<file path="config.mk">
export PLATFORM = sky130hd
export DESIGN_NAME = imem_loader_flat
export DESIGN_NICKNAME = d
export VERILOG_FILES = /design/src/rtl/imem_loader_pkg.sv /design/src/rtl/imem_loader_if.sv /design/src/rtl/imem_word_assembler.sv /design/src/rtl/imem_loader.sv /design/src/flat_wrapper.sv
export SDC_FILE = /design/constraint.sdc
export NUM_CORES = 1
export LEC_CHECK = 0
export ABC_AREA = 1
export CAP_MARGIN = 20
export CORE_MARGIN = 3
export CORE_UTILIZATION = 45
export DETAILED_ROUTE_END_ITERATION = 8
export HOLD_SLACK_MARGIN = 0.06
export PLACE_DENSITY = 0.74
export SETUP_SLACK_MARGIN = 0.3
export SLEW_MARGIN = 20
export SYNTH_ARGS = -nofsm -noshare
export SYNTH_HDL_FRONTEND = slang
export SYNTH_SLANG_ARGS = --single-unit
</file>
<file path="constraint.sdc">
create_clock -name clk -period 2.1 [get_ports clk]
set_input_delay 0.315 -clock clk [delete_from_list [all_inputs] [get_ports clk]]
set_output_delay 0.315 -clock clk [all_outputs]
set_load 0.005 [all_outputs]
</file>
<file path="src/rtl/imem_loader_pkg.sv">
// Shared definitions for the instruction-memory loader.
//   state_t        : loader FSM states
//   BYTES_PER_WORD : bytes assembled into one memory word
//   LEN_WIDTH      : width of the word-count header field
package imem_loader_pkg;

    localparam int unsigned BYTES_PER_WORD = 4;
    localparam int unsigned LEN_WIDTH      = 16;

    typedef enum logic [2:0] {
        IDLE,
        LEN_HI,
        LEN_LO,
        DATA,
        WRITE,
        CHK,
        DONE
    } state_t;

endpackage

</file>
<file path="src/rtl/imem_loader_if.sv">
// Byte-stream and memory-write bundle of the instruction-memory loader.
//   in_valid/in_data/in_ready : byte stream, host -> loader
//   mem_we/mem_addr/mem_wdata : word write port, loader -> memory
// Modports: master = host/memory side, slave = loader side.
interface imem_loader_if #(
    parameter int WIDTH      = 32,
    parameter int ADDR_WIDTH = 10
);

    logic                  in_valid;
    logic [7:0]            in_data;
    logic                  in_ready;
    logic                  mem_we;
    logic [ADDR_WIDTH-1:0] mem_addr;
    logic [WIDTH-1:0]      mem_wdata;

    modport master (
        output in_valid, in_data,
        input  in_ready, mem_we, mem_addr, mem_wdata
    );

    modport slave (
        input  in_valid, in_data,
        output in_ready, mem_we, mem_addr, mem_wdata
    );

endinterface

</file>
<file path="src/rtl/imem_word_assembler.sv">
// Byte-to-word shift register for the instruction-memory loader.
//   clk, reset  : clock, synchronous active-high reset
//   clear       : drop any partial word (start of a new load)
//   byte_valid  : byte_in is accepted this cycle
//   byte_in     : incoming byte, MSB-first within the word
//   load_en     : allow the completed word to update the word output
//   word        : last completed word, held until the next one completes
//   word_ready  : one-cycle flag, high the cycle after the last byte
//   last_byte   : the next accepted byte completes a word
module imem_word_assembler
    import imem_loader_pkg::*;
#(
    parameter int WIDTH = 32
) (
    input  logic             clk,
    input  logic             reset,
    input  logic             clear,
    input  logic             byte_valid,
    input  logic [7:0]       byte_in,
    input  logic             load_en,
    output logic [WIDTH-1:0] word,
    output logic             word_ready,
    output logic             last_byte
);

    // Only the first three bytes need storing; the fourth joins them directly.
    logic [WIDTH-9:0] sr;
    logic [1:0]       cnt;

    assign last_byte = (cnt == 2'(BYTES_PER_WORD - 1));

    always_ff @(posedge clk) begin
        if (reset) begin
            sr         <= '0;
            cnt        <= '0;
            word       <= '0;
            word_ready <= 1'b0;
        end else if (clear) begin
            sr         <= '0;
            cnt        <= '0;
            word_ready <= 1'b0;
        end else begin
            word_ready <= 1'b0;
            if (byte_valid) begin
                sr  <= {sr[WIDTH-17:0], byte_in};
                cnt <= cnt + 2'd1;
                if (last_byte) begin
                    word_ready <= 1'b1;
                    // Words beyond memory depth must not disturb the held write data.
                    if (load_en) begin
                        word <= {sr, byte_in};
                    end
                end
            end
        end
    end

endmodule

</file>
<file path="src/rtl/imem_loader.sv">
// Instruction-memory loader: takes a big-endian byte stream
// (LEN_HI, LEN_LO, then LEN words MSB-first) and writes the words to
// memory from address 0 upward, holding the CPU while loading.
//   clk, reset : clock, synchronous active-high reset
//   start      : one-cycle pulse, begins a load from IDLE or DONE
//   bus        : byte stream in + memory write port (imem_loader_if.slave)
//   busy       : load in progress
//   done       : last load completed, held until next start/reset
//   overflow   : image exceeded memory depth, held until next start/reset
//   cpu_hold   : copy of busy
//   chk_err    : trailing checksum mismatch (only with IMEM_LOADER_CHECKSUM_EN)
// Build option: define IMEM_LOADER_CHECKSUM_EN to expect one trailing byte
// equal to the XOR of every preceding stream byte.
module imem_loader
    import imem_loader_pkg::*;
#(
    parameter int WIDTH      = 32,
    parameter int ADDR_WIDTH = 10
) (
    input  logic         clk,
    input  logic         reset,
    input  logic         start,
    imem_loader_if.slave bus,
    output logic         busy,
    output logic         done,
    output logic         overflow,
`ifdef IMEM_LOADER_CHECKSUM_EN
    output logic         chk_err,
`endif
    output logic         cpu_hold
);

    localparam int unsigned DEPTH = 32'd1 << ADDR_WIDTH;

`ifdef IMEM_LOADER_CHECKSUM_EN
    localparam state_t LAST_ST = CHK;
`else
    localparam state_t LAST_ST = DONE;
`endif

    state_t                state, state_nx;
    logic                  in_ready, mem_we, accept, start_go, ovf_word;
    logic                  asm_word_ready, asm_last_byte;
    logic [LEN_WIDTH-1:0]  len_q, word_cnt, cnt_inc;
    logic [ADDR_WIDTH-1:0] addr_q;
    logic [WIDTH-1:0]      asm_word;
    logic                  overflow_q;
`ifdef IMEM_LOADER_CHECKSUM_EN
    logic [7:0]            xsum;
    logic                  chk_err_q;
`endif

    assign accept   = bus.in_valid && in_ready;
    assign start_go = start && (state == IDLE || state == DONE);
    assign cnt_inc  = word_cnt + LEN_WIDTH'(1);
    assign ovf_word = (32'(word_cnt) >= DEPTH);

    imem_word_assembler #(
        .WIDTH(WIDTH)
    ) u_asm (
        .clk        (clk),
        .reset      (reset),
        .clear      (start_go),
        .byte_valid (accept && state == DATA),
        .byte_in    (bus.in_data),
        .load_en    (!ovf_word),
        .word       (asm_word),
        .word_ready (asm_word_ready),
        .last_byte  (asm_last_byte)
    );

    always_ff @(posedge clk) begin
        if (reset) begin
            state <= IDLE;
        end else begin
            state <= state_nx;
        end
    end

    always_comb begin
        state_nx = state;
        unique case (state)
            IDLE, DONE: if (start) state_nx = LEN_HI;
            LEN_HI:     if (accept) state_nx = LEN_LO;
            // An empty image has no words to checksum, so it finishes directly.
            LEN_LO:     if (accept) state_nx = ({len_q[LEN_WIDTH-1:8], bus.in_data} == '0) ? DONE : DATA;
            DATA:       if (accept && asm_last_byte) state_nx = WRITE;
            WRITE:      state_nx = (cnt_inc == len_q) ? LAST_ST : DATA;
            CHK:        if (accept) state_nx = DONE;
            default:    state_nx = IDLE;
        endcase
    end

    always_comb begin
        in_ready = 1'b0;
        busy     = 1'b0;
        done     = 1'b0;
        mem_we   = 1'b0;
        unique case (state)
            LEN_HI, LEN_LO, DATA, CHK: begin
                in_ready = 1'b1;
                busy     = 1'b1;
            end
            WRITE: begin
                busy   = 1'b1;
                mem_we = asm_word_ready && !ovf_word;
            end
            DONE:    done = 1'b1;
            default: ;
        endcase
    end

    always_ff @(posedge clk) begin
        if (reset) begin
            len_q      <= '0;
            word_cnt   <= '0;
            addr_q     <= '0;
            overflow_q <= 1'b0;
`ifdef IMEM_LOADER_CHECKSUM_EN
            xsum       <= '0;
            chk_err_q  <= 1'b0;
`endif
        end else if (start_go) begin
            len_q      <= '0;
            word_cnt   <= '0;
            addr_q     <= '0;
            overflow_q <= 1'b0;
`ifdef IMEM_LOADER_CHECKSUM_EN
            xsum       <= '0;
            chk_err_q  <= 1'b0;
`endif
        end else begin
            if (accept && state == LEN_HI) len_q[LEN_WIDTH-1:8] <= bus.in_data;
            if (accept && state == LEN_LO) len_q[7:0]           <= bus.in_data;
            if (state == WRITE) begin
                word_cnt <= cnt_inc;
                if (ovf_word) overflow_q <= 1'b1;
                // Saturate rather than wrap so an oversized image never rewrites low memory.
                if (addr_q != '1) addr_q <= addr_q + ADDR_WIDTH'(1);
            end
`ifdef IMEM_LOADER_CHECKSUM_EN
            if (accept) begin
                if (state == CHK) chk_err_q <= (bus.in_data != xsum);
                else              xsum      <= xsum ^ bus.in_data;
            end
`endif
        end
    end

    assign bus.in_ready  = in_ready;
    assign bus.mem_we    = mem_we;
    assign bus.mem_addr  = addr_q;
    assign bus.mem_wdata = asm_word;
    assign overflow      = overflow_q;
    assign cpu_hold      = busy;
`ifdef IMEM_LOADER_CHECKSUM_EN
    assign chk_err       = chk_err_q;
`endif

endmodule

</file>
<file path="src/flat_wrapper.sv">
// flat-port wrapper written by rule: the top's interface ports become plain ports
module imem_loader_flat import imem_loader_pkg::*;
#(
    parameter int WIDTH      = 32,
    parameter int ADDR_WIDTH = 10
)
  (clk, reset, start, busy, done, overflow, cpu_hold, bus_in_valid, bus_in_data, bus_in_ready, bus_mem_we, bus_mem_addr, bus_mem_wdata);
  imem_loader_if #(.WIDTH(WIDTH), .ADDR_WIDTH(ADDR_WIDTH)) bus_i ();
  input  logic clk;
  input  logic reset;
  input  logic start;
  output logic busy;
  output logic done;
  output logic overflow;
  output logic cpu_hold;
  input wire logic [$bits(bus_i.in_valid)-1:0] bus_in_valid;
  input wire logic [$bits(bus_i.in_data)-1:0] bus_in_data;
  output wire logic [$bits(bus_i.in_ready)-1:0] bus_in_ready;
  output wire logic [$bits(bus_i.mem_we)-1:0] bus_mem_we;
  output wire logic [$bits(bus_i.mem_addr)-1:0] bus_mem_addr;
  output wire logic [$bits(bus_i.mem_wdata)-1:0] bus_mem_wdata;
  assign bus_i.in_valid = bus_in_valid;
  assign bus_i.in_data = bus_in_data;
  assign bus_in_ready = bus_i.in_ready;
  assign bus_mem_we = bus_i.mem_we;
  assign bus_mem_addr = bus_i.mem_addr;
  assign bus_mem_wdata = bus_i.mem_wdata;
  imem_loader #(.WIDTH(WIDTH), .ADDR_WIDTH(ADDR_WIDTH)) u_core (.clk(clk), .reset(reset), .start(start), .bus(bus_i), .busy(busy), .done(done), .overflow(overflow), .cpu_hold(cpu_hold));
endmodule
</file>
==> results.toml <==
[status]
status = "finished, final reports clean"

[synth]
ys_seq_area_share_pct = 43.7
synth_cell_types = 34
yosys_warnings = 0
synth_fp_nets = 703
syn_avg_cell_area_um2 = 7.00
ys_ff_latch = 105
syn_area_um2 = 4810
synth_cells = 687

[clock_network]
cts_tree = "built"
clock-sinks = 105
path_clk_slew_ns = 0.12
cts_made_buffers = 9
clk_latency_ns = 0.38
clockRootBuffer = "clkbuf_8"
holdBufCountCts = 0
cts_htree_levels = 3
cts_max_path_buffers = 2

[floorplanning]
die_w_um = 109
io_pins = 60
core_um2 = 10400
die_area_um2 = 12000
core.rowCount = 37
start_util_pct = 46.3
die-height_um = 109

[route]
wl_met2_um = 7350
wire_per_inst_um = 15.9
viasPerCell = 5.52
drt_pre_antenna_iters = 5
drc = 0
num_vias = 5060
first_iter_violations = 337
wl_met1_um = 6060
wl_met3_um = 863
antenna_left = 0
routed.top_layer = "met4"
wl_um = 14500

[power_and_ir_drop]
p_leak_nw = 2.38
peakVddDrop_uv = 441
powerDensity_nw_per_um2 = 681
power_mw = 4.53

[critical_path]
cpLargestDelayFamily = "simple AND/OR/NAND/NOR gates"
cp-end-kind = "flop"
worstPathArrival_ns = 2.18
cp_data_required_time_ns = 2.36
critPathBufInv = 1
path_cells = "nand2_1, nor2_2, nand2_2, inv_1, nand2_1, nand2_1, nand3_1, nand2_1, nand2_1, nor2_2, nand3_1, nand2_1, nand2_1, nand2_1, a21oi_1"
critPathMostFrequentCell = "nand2_1"
critPathKind = "reg -> reg"
startpoint_type = "flop"
cp_max_fo = 4
slowest_stage = "dfxtp_1"
cp_slowest_stage_delay_ns = 0.42

[grt]
grt_usage_pct = 22.7
grt_pass1_wl_um = 21800
grt_pass1_vias = 4696
grt_overflow = 0
antenna_found_initial = 0
grt_max_degree = 46

[sta]
hold_slack_ns = 0.444
clock_skew_ns = 0.0164
finalSetupTns_ns = 0
rsz0062_at_grt = "true"
final.setup.worst_slack_ns = 0.184
drv_slew = 0
hold_violations = 0
min_period_ns = 1.92
fin_crit_sh_pct = 91.2
relSlewSlack_pct = 59.0
tightest_slew_ns = 0.615
fmax_mhz = 522
setup_viol = 0

[finish]
fin_nets = 792
insertedDiodeCount = 0
syn_to_final_growth_pct = 38.2
final_cells = 917
fin_util_pct = 64.1
drive_gt1_share_pct = 23.4
stdcell_area_um2 = 6640

[placement]
port_buffers = 59
hpwl_um = 8780
place_ws_ns = -0.0163
dp_cells = 868
gp_congestion = 0.886
placed_area_um2 = 5590

[run]
maxCapViolations = 0

[hold_path]
holdCritPathClass = "reg -> reg"
==> timing repair <==
item,CTS,global route
gates resized for setup,75,90
pin swaps,17,17
hold endpoints to repair,0,0
setup endpoints to repair,87,56
buffers inserted,15,12
cloned,1,5
==> final cells by class <==
class / instances / area, µm²
clock buffers: 9 / 124
repair inverters: 1 / 7.51
inverters: 90 / 352
clock inverters: 7 / 80.1
well taps: 136 / 170
repair buffers: 108 / 1100
flip-flops and latches: 105 / 2140
multi-input cells: 461 / 2670
fillers: 891 / 3730
==> state kept, by name, summed over array words and instances (netlist names) <==
| signal | count |
|---|---|
| u_core.overflow | 1 |
| u_core.u_asm.word | 32 |
| u_core.u_asm.word_ready | 1 |
| u_core.u_asm.sr | 24 |
| u_core.word_cnt | 16 |
| u_core.len_q | 16 |
| u_core.u_asm.cnt | 2 |
| u_core.state | 3 |
| u_core.bus.mem_addr | 10 |
==> kinds of logic (layout without fill, tap and decap cells) <==
family                     count (synthesis)  count (layout)  share of synthesized area [%]
buffers and inverters                    121             215                           9.97
AOI/OAI and AO/OA                        154             154                           16.4
and+or+nand+nor                          300             300                           28.3
DFF                                      105             105                           43.7
xor gates and xnor gates                   3               3                          0.547
adders and majority gates                  4               4                           1.04
==> power by group <==
group | switching (mW) | total, mW | internal [mW] | leakage [nW]
sequential | 0.0853 | 2.14 | 2.06 | 0.855
combinational | 0.667 | 1.10 | 0.436 | 1.43
clock | 0.803 | 1.28 | 0.477 | 0.0998
total | 1.56 | 4.53 | 2.97 | 2.38
==> cells in the mapped netlist <==
library cell	number	share of area [%]
nor4_4	1	0.44
o221ai_1	1	0.18
a31oi_1	2	0.26
a21oi_1	96	10
nor2_4	1	0.23
nand3_1	65	6.8
ha_1	4	1.0
nand2_1	150	12
o211ai_1	2	0.31
nor3b_1	3	0.47
buf_1	1	0.078
a21boi_0	1	0.16
nor2_1	41	3.2
nand3b_1	6	0.94
nor2_8	1	0.42
o21bai_1	1	0.16
nor3_1	6	0.62
clkbuf_1	18	1.4
inv_1	83	6.5
buf_2	8	0.83
nor4_1	3	0.39
nand2_2	1	0.13
buf_4	4	0.62
nor3_2	1	0.21
nor2_2	1	0.13
dfxtp_1	105	44
xnor2_1	1	0.18
or2_2	1	0.13
a211oi_1	1	0.16
o21ai_1	28	2.9
nand4_1	19	2.5
inv_2	7	0.55
xor2_1	2	0.36
o21ai_0	22	2.3
==> routing by layer <==
metal,up-vias,global-route usage [%]
li1,2444,-
met1,2375,28.4
met2,207,39.5
met3,34,3.35
met4,0,8.37
met5,-,0
==> final timing paths <==
path	depth (start not counted)	slack [ns]	endpoint	from
max reg2reg	15	0.18	u_core.state[0]$_SDFFE_PP0P_	u_core.word_cnt[3]$_SDFFE_PP0P_
min	2	0.44	u_core.u_asm.word[27]$_SDFFE_PP0P_	u_core.u_asm.sr[19]$_SDFFE_PP0P_
min reg2reg	2	0.44	u_core.u_asm.word[27]$_SDFFE_PP0P_	u_core.u_asm.sr[19]$_SDFFE_PP0P_
max	15	0.18	u_core.state[0]$_SDFFE_PP0P_	u_core.word_cnt[3]$_SDFFE_PP0P_
==> cells in the final DEF, fill, tap and decap left out, drive strengths merged, types with 3 or more instances in the layout <==
master and instances:
nand2 151, dfxtp 105, a21oi 96, inv 93
nand3 65, clkdlybuf4s50 54, o21ai 50, buf 48
nor2 44, nand4 19, clkbuf 13, nor3 7
nand3b 6, ha 4, nor4 4, clkinvlp 3
nor3b 3
==> worst min-delay path, delay by kind of cell (launching register included) <==
kind                   cells  cell delay, ns
AO/OA/AOI/OAI              1            0.05
buffers and inverters      1            0.05
flip-flops                 1            0.33
Note: power is estimated with default switching activity, not from simulation.
